<file path="config.mk">
export PLATFORM = sky130hd
export DESIGN_NAME = bit_serializer
export DESIGN_NICKNAME = d
export VERILOG_FILES = /design/src/rtl/bit_serializer.sv
export SDC_FILE = /design/constraint.sdc
export NUM_CORES = 1
export LEC_CHECK = 0
export BUFFER_PORTS_ARGS = -buffer_cell sky130_fd_sc_hd__buf_2
export CAP_MARGIN = 10
export CORE_AREA = 5 5 42 44
export CTS_CLUSTER_SIZE = 12
export DETAILED_ROUTE_END_ITERATION = 10
export DIE_AREA = 0 0 47 49
export PLACE_DENSITY_LB_ADDON = 0.3
export SETUP_SLACK_MARGIN = 0.1
export SLEW_MARGIN = 20
export SYNTH_ARGS = -nofsm -noshare
export SYNTH_HDL_FRONTEND = slang
export SYNTH_SLANG_ARGS = --single-unit
</file>
<file path="constraint.sdc">
create_clock -name clk -period 1.4 [get_ports clk]
set_input_delay 0.14 -clock clk [delete_from_list [all_inputs] [get_ports clk]]
set_output_delay 0.14 -clock clk [all_outputs]
set_load 0.01 [all_outputs]
</file>
<file path="src/rtl/bit_serializer.sv">
// bit_serializer: converts parallel words into a one-bit-per-clock stream
// for the serial sequence detectors, with gapless back-to-back frames.
//
// Optional feature macro: BIT_SERIALIZER_PARITY_EN
//   defined   -> each frame carries WIDTH data bits plus one parity bit
//   undefined -> each frame is exactly WIDTH data bits, no parity logic
//
// Ports:
//   clk        in   system clock, rising edge
//   rst        in   synchronous active-high reset
//   in_word    in   parallel word (WIDTH bits)
//   in_valid   in   in_word is valid
//   in_ready   out  word accepted this cycle when in_valid is high
//   data       out  serial bit to the downstream detector
//   data_valid out  data carries a real bit this cycle
//   word_done  out  one-cycle pulse on the final bit of a frame
//   busy       out  high while shifting
module bit_serializer #(
  parameter int unsigned WIDTH      = 8,
  parameter int unsigned MSB_FIRST  = 1,
  parameter int unsigned IDLE_BIT   = 0,
  parameter int unsigned PARITY_ODD = 0
) (
  input  logic             clk,
  input  logic             rst,
  input  logic [WIDTH-1:0] in_word,
  input  logic             in_valid,
  output logic             in_ready,
  output logic             data,
  output logic             data_valid,
  output logic             word_done,
  output logic             busy
);

`ifdef BIT_SERIALIZER_PARITY_EN
  localparam int unsigned F = WIDTH + 1;
`else
  localparam int unsigned F = WIDTH;
`endif
  localparam int unsigned CW = $clog2(F + 1);
  localparam logic [CW-1:0] LAST = CW'(F - 1);
  localparam logic IDLE_B = 1'(IDLE_BIT);

  // Parameter legality checks at elaboration
  if (WIDTH < 2 || WIDTH > 32) begin : g_bad_width
    $error("bit_serializer: WIDTH must be in 2..32");
  end
  if (PARITY_ODD > 1 || MSB_FIRST > 1 || IDLE_BIT > 1) begin : g_bad_flag
    $error("bit_serializer: PARITY_ODD, MSB_FIRST and IDLE_BIT must be 0 or 1");
  end

  typedef enum logic [1:0] {
    ST_IDLE  = 2'b00,
    ST_SHIFT = 2'b01
  } state_t;

  state_t            state_q, state_d;
  logic [WIDTH-1:0]  sr_q, sr_d;
  logic [CW-1:0]     cnt_q, cnt_d;
  logic              last_c;
  logic              accept_c;
  logic              head_c;
  logic              bit_c;

`ifdef BIT_SERIALIZER_PARITY_EN
  logic              par_q, par_d;
`endif

  // Frame-end and handshake decode (registered state only, plus rst/in_valid)
  assign last_c   = (state_q == ST_SHIFT) && (cnt_q == LAST);
  assign in_ready = !rst && ((state_q == ST_IDLE) || last_c);
  assign accept_c = in_valid && in_ready;

  // Current output bit: head of the shift register, or the parity bit
  assign head_c = (MSB_FIRST != 0) ? sr_q[WIDTH-1] : sr_q[0];
`ifdef BIT_SERIALIZER_PARITY_EN
  assign bit_c  = (cnt_q == CW'(WIDTH)) ? par_q : head_c;
`else
  assign bit_c  = head_c;
`endif

  // Outputs decoded from registered state only
  assign data       = (state_q == ST_SHIFT) ? bit_c : IDLE_B;
  assign data_valid = (state_q == ST_SHIFT);
  assign word_done  = last_c;
  assign busy       = (state_q == ST_SHIFT);

  // Next-state logic
  always_comb begin
    state_d = ST_IDLE;
    sr_d    = sr_q;
    cnt_d   = cnt_q;
`ifdef BIT_SERIALIZER_PARITY_EN
    par_d   = par_q;
`endif
    case (state_q)
      ST_IDLE: begin
        state_d = ST_IDLE;
      end
      ST_SHIFT: begin
        if (cnt_q == LAST) begin
          state_d = ST_IDLE;
          cnt_d   = '0;
        end else begin
          state_d = ST_SHIFT;
          cnt_d   = cnt_q + CW'(1);
          sr_d    = (MSB_FIRST != 0) ? {sr_q[WIDTH-2:0], 1'b0}
                                     : {1'b0, sr_q[WIDTH-1:1]};
        end
      end
      default: begin
        // Illegal encodings recover to IDLE
        state_d = ST_IDLE;
        sr_d    = '0;
        cnt_d   = '0;
      end
    endcase

    // A load overrides the above; on the last bit this gives a gapless reload
    if (accept_c) begin
      state_d = ST_SHIFT;
      sr_d    = in_word;
      cnt_d   = '0;
`ifdef BIT_SERIALIZER_PARITY_EN
      par_d   = (^in_word) ^ 1'(PARITY_ODD);
`endif
    end
  end

  // State registers with synchronous reset
  always_ff @(posedge clk) begin
    if (rst) begin
      state_q <= ST_IDLE;
      sr_q    <= '0;
      cnt_q   <= '0;
`ifdef BIT_SERIALIZER_PARITY_EN
      par_q   <= 1'b0;
`endif
    end else begin
      state_q <= state_d;
      sr_q    <= sr_d;
      cnt_q   <= cnt_d;
`ifdef BIT_SERIALIZER_PARITY_EN
      par_q   <= par_d;
`endif
    end
  end

endmodule

</file>
==> impl.org, run 1 <==
** Worst setup path
- Of all nets on the critical path, the largest fanout is 4.
- At the worst endpoint, the required time is 1260 ps.
- The worst register-to-register path ends at sr_q[4].
- Critical-path cell with the highest stage delay :: dfxtp_2
- Walking the worst path, the cells encountered are ha_4 > and3b_2 > nor2_2 > nor2_1 > buf_2.
- The number of cells on the worst reg-to-reg path is 5.
- Max incr delay on CP :: 340 ps
- Capturing element type of the critical path :: primary output
- The startpoint identified for the worst register-to-register timing path is cnt_q[0].
- For the worst setup path, the data arrival time is 1280 ps.
- The worst register-to-register path has a setup slack of 160 ps.
- The worst setup path is launched from a register.
- By startpoint and endpoint, the worst setup path is classified as register to primary output.

** Detailed routing
- For this block, the initial DRC count from the detailed router was 1.
- Wires add up to 1310 um.
- The routed layout has 547 vias.
- Vias per Instance :: 5.58
- In this run the remaining antenna-violating nets after routing total 0.
- The first TritonRoute pass finished after 4 iterations.
- For this run, design rule violations remaining after detail routing come to 0.
- Routed WL per cell :: 13.4 um

** Clocking
- CTS built an H-tree with a depth of 1.
- Counting along the longest clock path gives a buffer depth of 2.
- TritonCTS built the clock tree.
- Number of buffers inserted during clock tree synthesis :: 3
- Insertion delay of the later-clocked pin in the worst-skew pair :: 270 ps
- Clock-pin slew on the worst setup and hold paths :: 80 ps
- Root buffer cell :: clkbuf_4
- Buffers inserted to repair hold after CTS numbered 0.
- Clock sinks :: 13

** Cells and area
- Compared with the post-synthesis result, the final layout area differs by 22.4%.
- Proportion of layout cells with a drive suffix above 1 :: 39.0%
- Final core utilization :: 54.6%
- For this run, the number of standard cells in the final layout without fillers is 98.
- In the final layout, the multi-input gates occupy 345 um^2.
- After the last flow step, the layout net total stands at 95.
- ANT cells :: 0
- Area taken by flip-flops and latches :: 264 um^2
- Counting the fill cells in the layout gives 147.

** Timing
- Post-route worst setup slack :: -24.8 ps
- Across the routed clock network, the largest skew measured is 2.95 ps.
- Maximum achievable frequency :: 702 MHz
- Number of pins exceeding their max-slew limit in the final report :: 0
- Measured against its own limit, the worst slew margin works out to 77.9%.
- Share of the clock period used by the worst path :: 102%
- Unrepaired setup endpoints after global routing :: yes
- Setup-failing EPs final :: 1
- Clock period minus worst slack :: 1420 ps
- Total negative slack :: -24.8 ps
- Hold Vio Cnt, Final :: 0
- For the pin with the worst max-slew slack, the measured transition is 332 ps.

** Placed design
- Pre-CTS WS :: 11.4 ps
- Routability-driven placement finished with a final weighted congestion of 0.699.
- Count of port buffers added during placement :: 15
- Including well taps, the total number of placed cells is 92.
- Detailed placer's ending HPWL :: 956 um

** Floorplanning
- The floorplan step set the die height to 49 um.
- Pin placement for this block handled 16 I/O pins.
- The initial utilization of the core area, before any placement, comes to 44.6%.
- Width of the chip :: 47 um
- Die Outline Area :: 2300 um^2
- The core region is 1400 um^2.
- The floorplan has 14 rows.

** Power and ir drop
- The analysis attributes to cell leakage a power of 0.000340 uW.
- Switching power of the nets :: 197 uW
- Proportion of power drawn by the clock network :: 30.5%
- Total power divided by cell area :: 990 nW/um^2
- Switching part of the total power :: 26.0%
- Summing internal, switching and leakage power gives 758 uW.
- Combinational logic burns 15.1% of the power.
- Internal Power :: 561 uW
- Register share of total power :: 54.4%
- Across the VDD grid, the largest voltage drop is 0.000548 V.

** Logic synthesis
- Yosys printed 0 warnings.
- Counting flops and latches in the post-synthesis netlist gives 13.
- Synthesis handed over a netlist of 64 instances.
- Post-synth net total :: 76
- In this run, distinct cell masters in the synthesized netlist total 21.
- Part of the Yosys area used for sequential elements :: 41.6%
- Combined area of all synthesized cells :: 626 um^2
- Synth Area per Inst :: 9.78 um^2

** Worst hold path
- For hold timing, the worst endpoint is sr_q[0].
- The worst hold path was traced through 3 stages.
- Startpoint of the lowest-slack hold path :: in_word[0]
- Class of the tightest hold or removal check :: input pin to register

** Job
- Max-cap violations in this run came to 0.

** Global routing
- All-Layer GR Usage :: 13.7%
- Wire length of the first global-routing pass :: 2370 um
- Overflow left after global routing :: 0
- The number of antenna violations at the first check in global routing is 0.
- Entering global routing, the biggest net connects 15 pins.
- Vias in the first global route :: 542

** Run status
- The flow ran to the end, but the final reports show violations.
- Violations in the final reports :: setup timing
routing by layer:
layer / GRT usage (%) / wire (um)
met5: 0 / 0
met4: 6.91 / 22
met3: 2.58 / 53
met2: 21.3 / 657
met1: 17.4 / 578
layout make-up:
| cell class | instances | share of cell area, % |
|---|---|---|
| multi-input cells | 45 | 45.1 |
| inverters | 1 | 0.654 |
| well taps | 16 | 2.61 |
| clock buffers | 4 | 3.43 |
| flip-flops and latches | 13 | 34.5 |
| repair buffers | 19 | 13.7 |
synthesized netlist by cell type, drive strengths merged:
cell    count  share of area (%)
a221oi      2                3.8
and3b       1                1.6
ha          1                2.0
nand4       1                2.0
a211oi      8                9.6
nor3        8                6.4
nor3b       1                1.2
or3         1                1.0
and2        1                1.0
a21oi       2                1.6
mux2i       9                 14
nand2       2                1.2
nor2        5                3.0
dfxtp      13                 42
clkinv      1               0.60
nand3b      1                1.2
buf         4                4.8
nand2b      1                1.0
clkbuf      1               0.60
xor2        1                1.4
power by group through the flow:
stage	Clock, uW	Sequential (uW)	Combinational [uW]
after floorplan	0	414	76.8
after global placement	0	418	109
after detailed placement	0	419	111
after CTS	236	412	116
after global routing	259	416	128
final	231	412	115
stage by stage:
step	hold slack, ps	area (um^2)
2_1_floorplan	206	626
3_3_place_gp	446	702
3_5_place_dp	478	702
4_1_cts	199	766
5_1_grt	210	766
6_report	187	766
cells in the final DEF, fill, tap and decap left out, drive strengths merged:
cell type / count
nand4: 1
nor2: 5
ha: 1
nor3: 8
dfxtp: 13
xor2: 1
nor3b: 1
nand2b: 1
a211oi: 8
buf: 19
and2: 1
nand2: 2
or3: 1
a221oi: 2
mux2i: 9
nand3b: 1
and3b: 1
clkbuf: 4
a21oi: 2
clkinv: 1
critical path, delay by kind of cell (launching register included):
| family | cells | cell delay, ps |
|---|---|---|
| simple gates | 3 | 360 |
| fa+ha+maj | 1 | 170 |
| flops | 1 | 340 |
| buf+inv | 1 | 140 |
repair_timing:
| action | in CTS | in global routing |
|---|---|---|
| pin swaps | 1 | 0 |
| setup buffers | 2 | 0 |
| endpoints found under the hold margin | 0 | 0 |
| resized for setup | 8 | 0 |
| endpoints found under the setup margin | 12 | 6 |
sequential cells by signal, indices dropped and copies added, names as in the netlist:
signal   count
cnt_q        4
sr_q         8
state_q      1
worst max-delay path by stage:
stage | start | endpoint | slack (ps) | depth (start not counted)
after global placement | cnt_q[0] | cnt_q[3] | 10 | 4
after detailed placement | cnt_q[1] | cnt_q[3] | 10 | 4
final | cnt_q[0] | in_ready | -20 | 5
after floorplan | cnt_q[0] | in_ready | 160 | 5
after CTS | cnt_q[0] | in_ready | -30 | 5
after global routing | cnt_q[0] | in_ready | -100 | 5
cells by family (layout without fill, tap and decap cells):
group / after synthesis / count (layout) / synth area share, %
AOI/OAI and AO/OA: 12 / 12 / 15.0
xor gates and xnor gates: 1 / 1 / 1.40
adders and majority gates: 1 / 1 / 2.00
buffers and inverters: 6 / 24 / 6.00
DFF: 13 / 13 / 41.6
muxes: 9 / 9 / 14.4
and+or+nand+nor: 22 / 22 / 19.6
No activity file was read; power rests on OpenSTA's default activity.
==> run 2, diff against run 1 <==
PLACE_DENSITY = 0.73   (was default)
PLACE_DENSITY_LB_ADDON = default   (was 0.3)
SETUP_SLACK_MARGIN = 0.02   (was 0.1)
==> run 2 against run 1 <==
The run still ends with setup timing left. Register-to-register slack lost 80 ps. Worst hold slack got worse by 19 ps. Combinational power barely moved. Cell count is the same. Count of clock-buffer cells in the layout unchanged. Routed wire length down 5.0%. Power shrank 1.1%. Critical path type unchanged. Largest cell class unchanged. Highest routed layer unchanged.
==> impl.org, run 2 (synthesized netlist as in run 1, its figures left out) <==
** Global routing
- The first global-routing pass estimated 2180 um of wire.
- Maximum number of pins on one net before global-route repair :: 15
- Number of antenna violations at the first check in global routing :: 0
- The number of global-route vias before repair came to 514.
- For this run, the total global-route usage over all layers was measured as 12.7%.
- Global routing finished with a remaining overflow of 0.

** Cells and area
- Relative area change from synthesis to final layout :: 23.6%
- Area taken by flip-flops and latches :: 267 um^2
- Biggest regs :: sr_q (8), cnt_q (4), state_q (1)
- Most common cell after layout, fill and taps aside :: buf_2
- Non-Filler Cell Area, Final :: 773 um^2
- Number of standard cells in the layout, taps in and fillers out :: 98
- More flip-flops sit in one register than any other, and that register is sr_q.
- The top cell types in the final layout, fill and taps aside, are buf_2, dfxtp_1, mux2i_1.
- Area taken by multi-input logic gates :: 350 um^2
- In the final layout, the share of cells above drive strength 1 is 39.0%.
- The final layout contains 95 nets.
- The number of antenna diodes in the final layout is 0.
- Cells fill 55.2% of the core in the end.
- The register with the most flip-flops in the layout has 8 of them.
- The filler cells instantiated in the layout total 139.

** Detailed routing
- Dividing the detail-routed wire length by the instance count gives 12.7 um.
- Vias post-DR :: 524
- Number of nets with antenna violations after detailed routing :: 0
- Using the TritonRoute via totals, the vias-per-cell ratio works out to 5.35.
- The final layout contains routed wiring with a total length of 1250 um.
- The detailed router finished its first iteration with 3 violations.
- DRC Markers :: 0
- DRT Pass-1 Iters :: 2

** Placed design
- Placer Congestion :: 0.716
- Count of port buffers added during placement :: 15
- After detailed placement, the total cell area comes to 702 um^2.
- Timing analysis after detailed placement gives a worst setup slack of 24.2 ps.
- Once placement completed, the tool counted placed cells totaling 92.
- Detailed placer's ending HPWL :: 889 um

** Timing
- Number of pins exceeding their max-slew limit in the final report :: 0
- Share of the clock period used by the worst path :: 102%
- Headroom to the max-slew limit came out at 74.5%.
- Setup slack on the critical path of the routed design comes to -34.6 ps.
- The final hold violation count came to 0.
- Unrepaired setup endpoints after global routing :: yes
- Clock period minus worst slack :: 1430 ps
- Maximum achievable frequency :: 697 MHz
- Setup violations remaining at the end of the flow were counted as 1.
- Between clock sinks in the finished design, the worst skew comes to 1.15 ps.
- Transition time of the tightest slew-check pin :: 381 ps

** Clocking
- CTS built an H-tree with a depth of 1.
- Root buffer cell :: clkbuf_4
- Insertion delay of the later-clocked pin in the worst-skew pair :: 260 ps
- TritonCTS built the clock tree.
- CTS saw 13 sinks.
- Number of buffers between clock root and the deepest sink :: 2
- Clock-pin slew was measured on the worst setup and hold paths at 80 ps.
- TritonCTS created 3 clock buffers.

** Run status
- Violations in the final reports :: setup timing
- Outcome :: complete, but fails checks

** Power and ir drop
- The internal power of the cells totals 559 uW.
- Static Leakage :: 0.000342 uW
- Switching part of the total power :: 25.4%
- Share of power burned in combinational logic :: 15.2%
- Final Total Pwr :: 749 uW
- Switching power of the nets :: 190 uW
- Total power divided by cell area :: 969 nW/um^2
- VDD sags by at most 0.000461 V.
- Sequential cells account for 54.9% of the total power.
- In this run, the clock network consumes 29.9% of the power.

** Floorplanning
- Number of placement rows :: 14
- Height of the die :: 49 um
- The initial utilization of the core area, before any placement, comes to 44.6%.
- The die is 47 um wide.
- Die Outline Area :: 2300 um^2
- Placeable core area :: 1400 um^2
- Number of top-level pins :: 16

** Job
- Max capacitance violation total :: 0

** Worst setup path
- Kind of critical path :: register to primary output
- Data on the critical path is required at its endpoint by 1260 ps.
- Worst endpoint data arrival time :: 1290 ps
- STA classifies the critical path endpoint as a primary output.
- Worst Path Max Fanout :: 4
- Type of origin of the critical path :: register

** Worst hold path
- The min-delay analysis places its worst path in the category input pin to register.
run 2: layer usage:
metal	vias to the layer above	track usage (%)	routed length (um)
met3	2	2.21	28
met5	-	0	0
li1	273	-	-
met4	0	5.53	13
met1	243	15.2	541
met2	6	21.0	662
run 2: final timing paths:
check | start | to | slack (ps) | cells past startpoint
worst min register to register | cnt_q[3] | cnt_q[3] | 510 | 2
worst min-delay path | in_word[0] | sr_q[0] | 170 | 3
worst max register to register | cnt_q[1] | cnt_q[3] | 80 | 4
worst max-delay path | cnt_q[1] | in_ready | -30 | 5
run 2: area by class of cell:
type,instances,area share [%]
Clock buffer,4,3.40
Inverter,1,0.647
Tap cell,16,2.59
Timing Repair Buffer,19,13.6
Sequential cell,13,34.5
Multi-Input combinational cell,45,45.3
run 2: critical path, stage by stage, from the launching register on:
cell     delay (ps)
dfxtp_4         360
ha_4            170
and3b_2         230
nor2_4          100
nor2_2           30
buf_2           140
run 2: what timing repair did:
action	4_1_cts	5_1_grt
setup buffers	1	1
pin swaps	0	0
gates resized for setup	6	4
setup endpoints to repair	4	7
hold buffers	0	0
run 2: through the flow:
stage	TNS [ps]	hold WS, ps
4_1_cts	-40.1	173
3_3_place_gp	0	452
2_1_floorplan	0	206
6_report	-34.6	168
5_1_grt	-128	188
3_5_place_dp	0	454
run 2: power by group through the flow:
stage	Combinational, uW	Sequential [uW]	Clock, uW
after global placement	107	418	0
after CTS	112	412	231
after floorplan	76.8	414	0
after detailed placement	108	419	0
final	114	411	224
after global routing	129	415	252
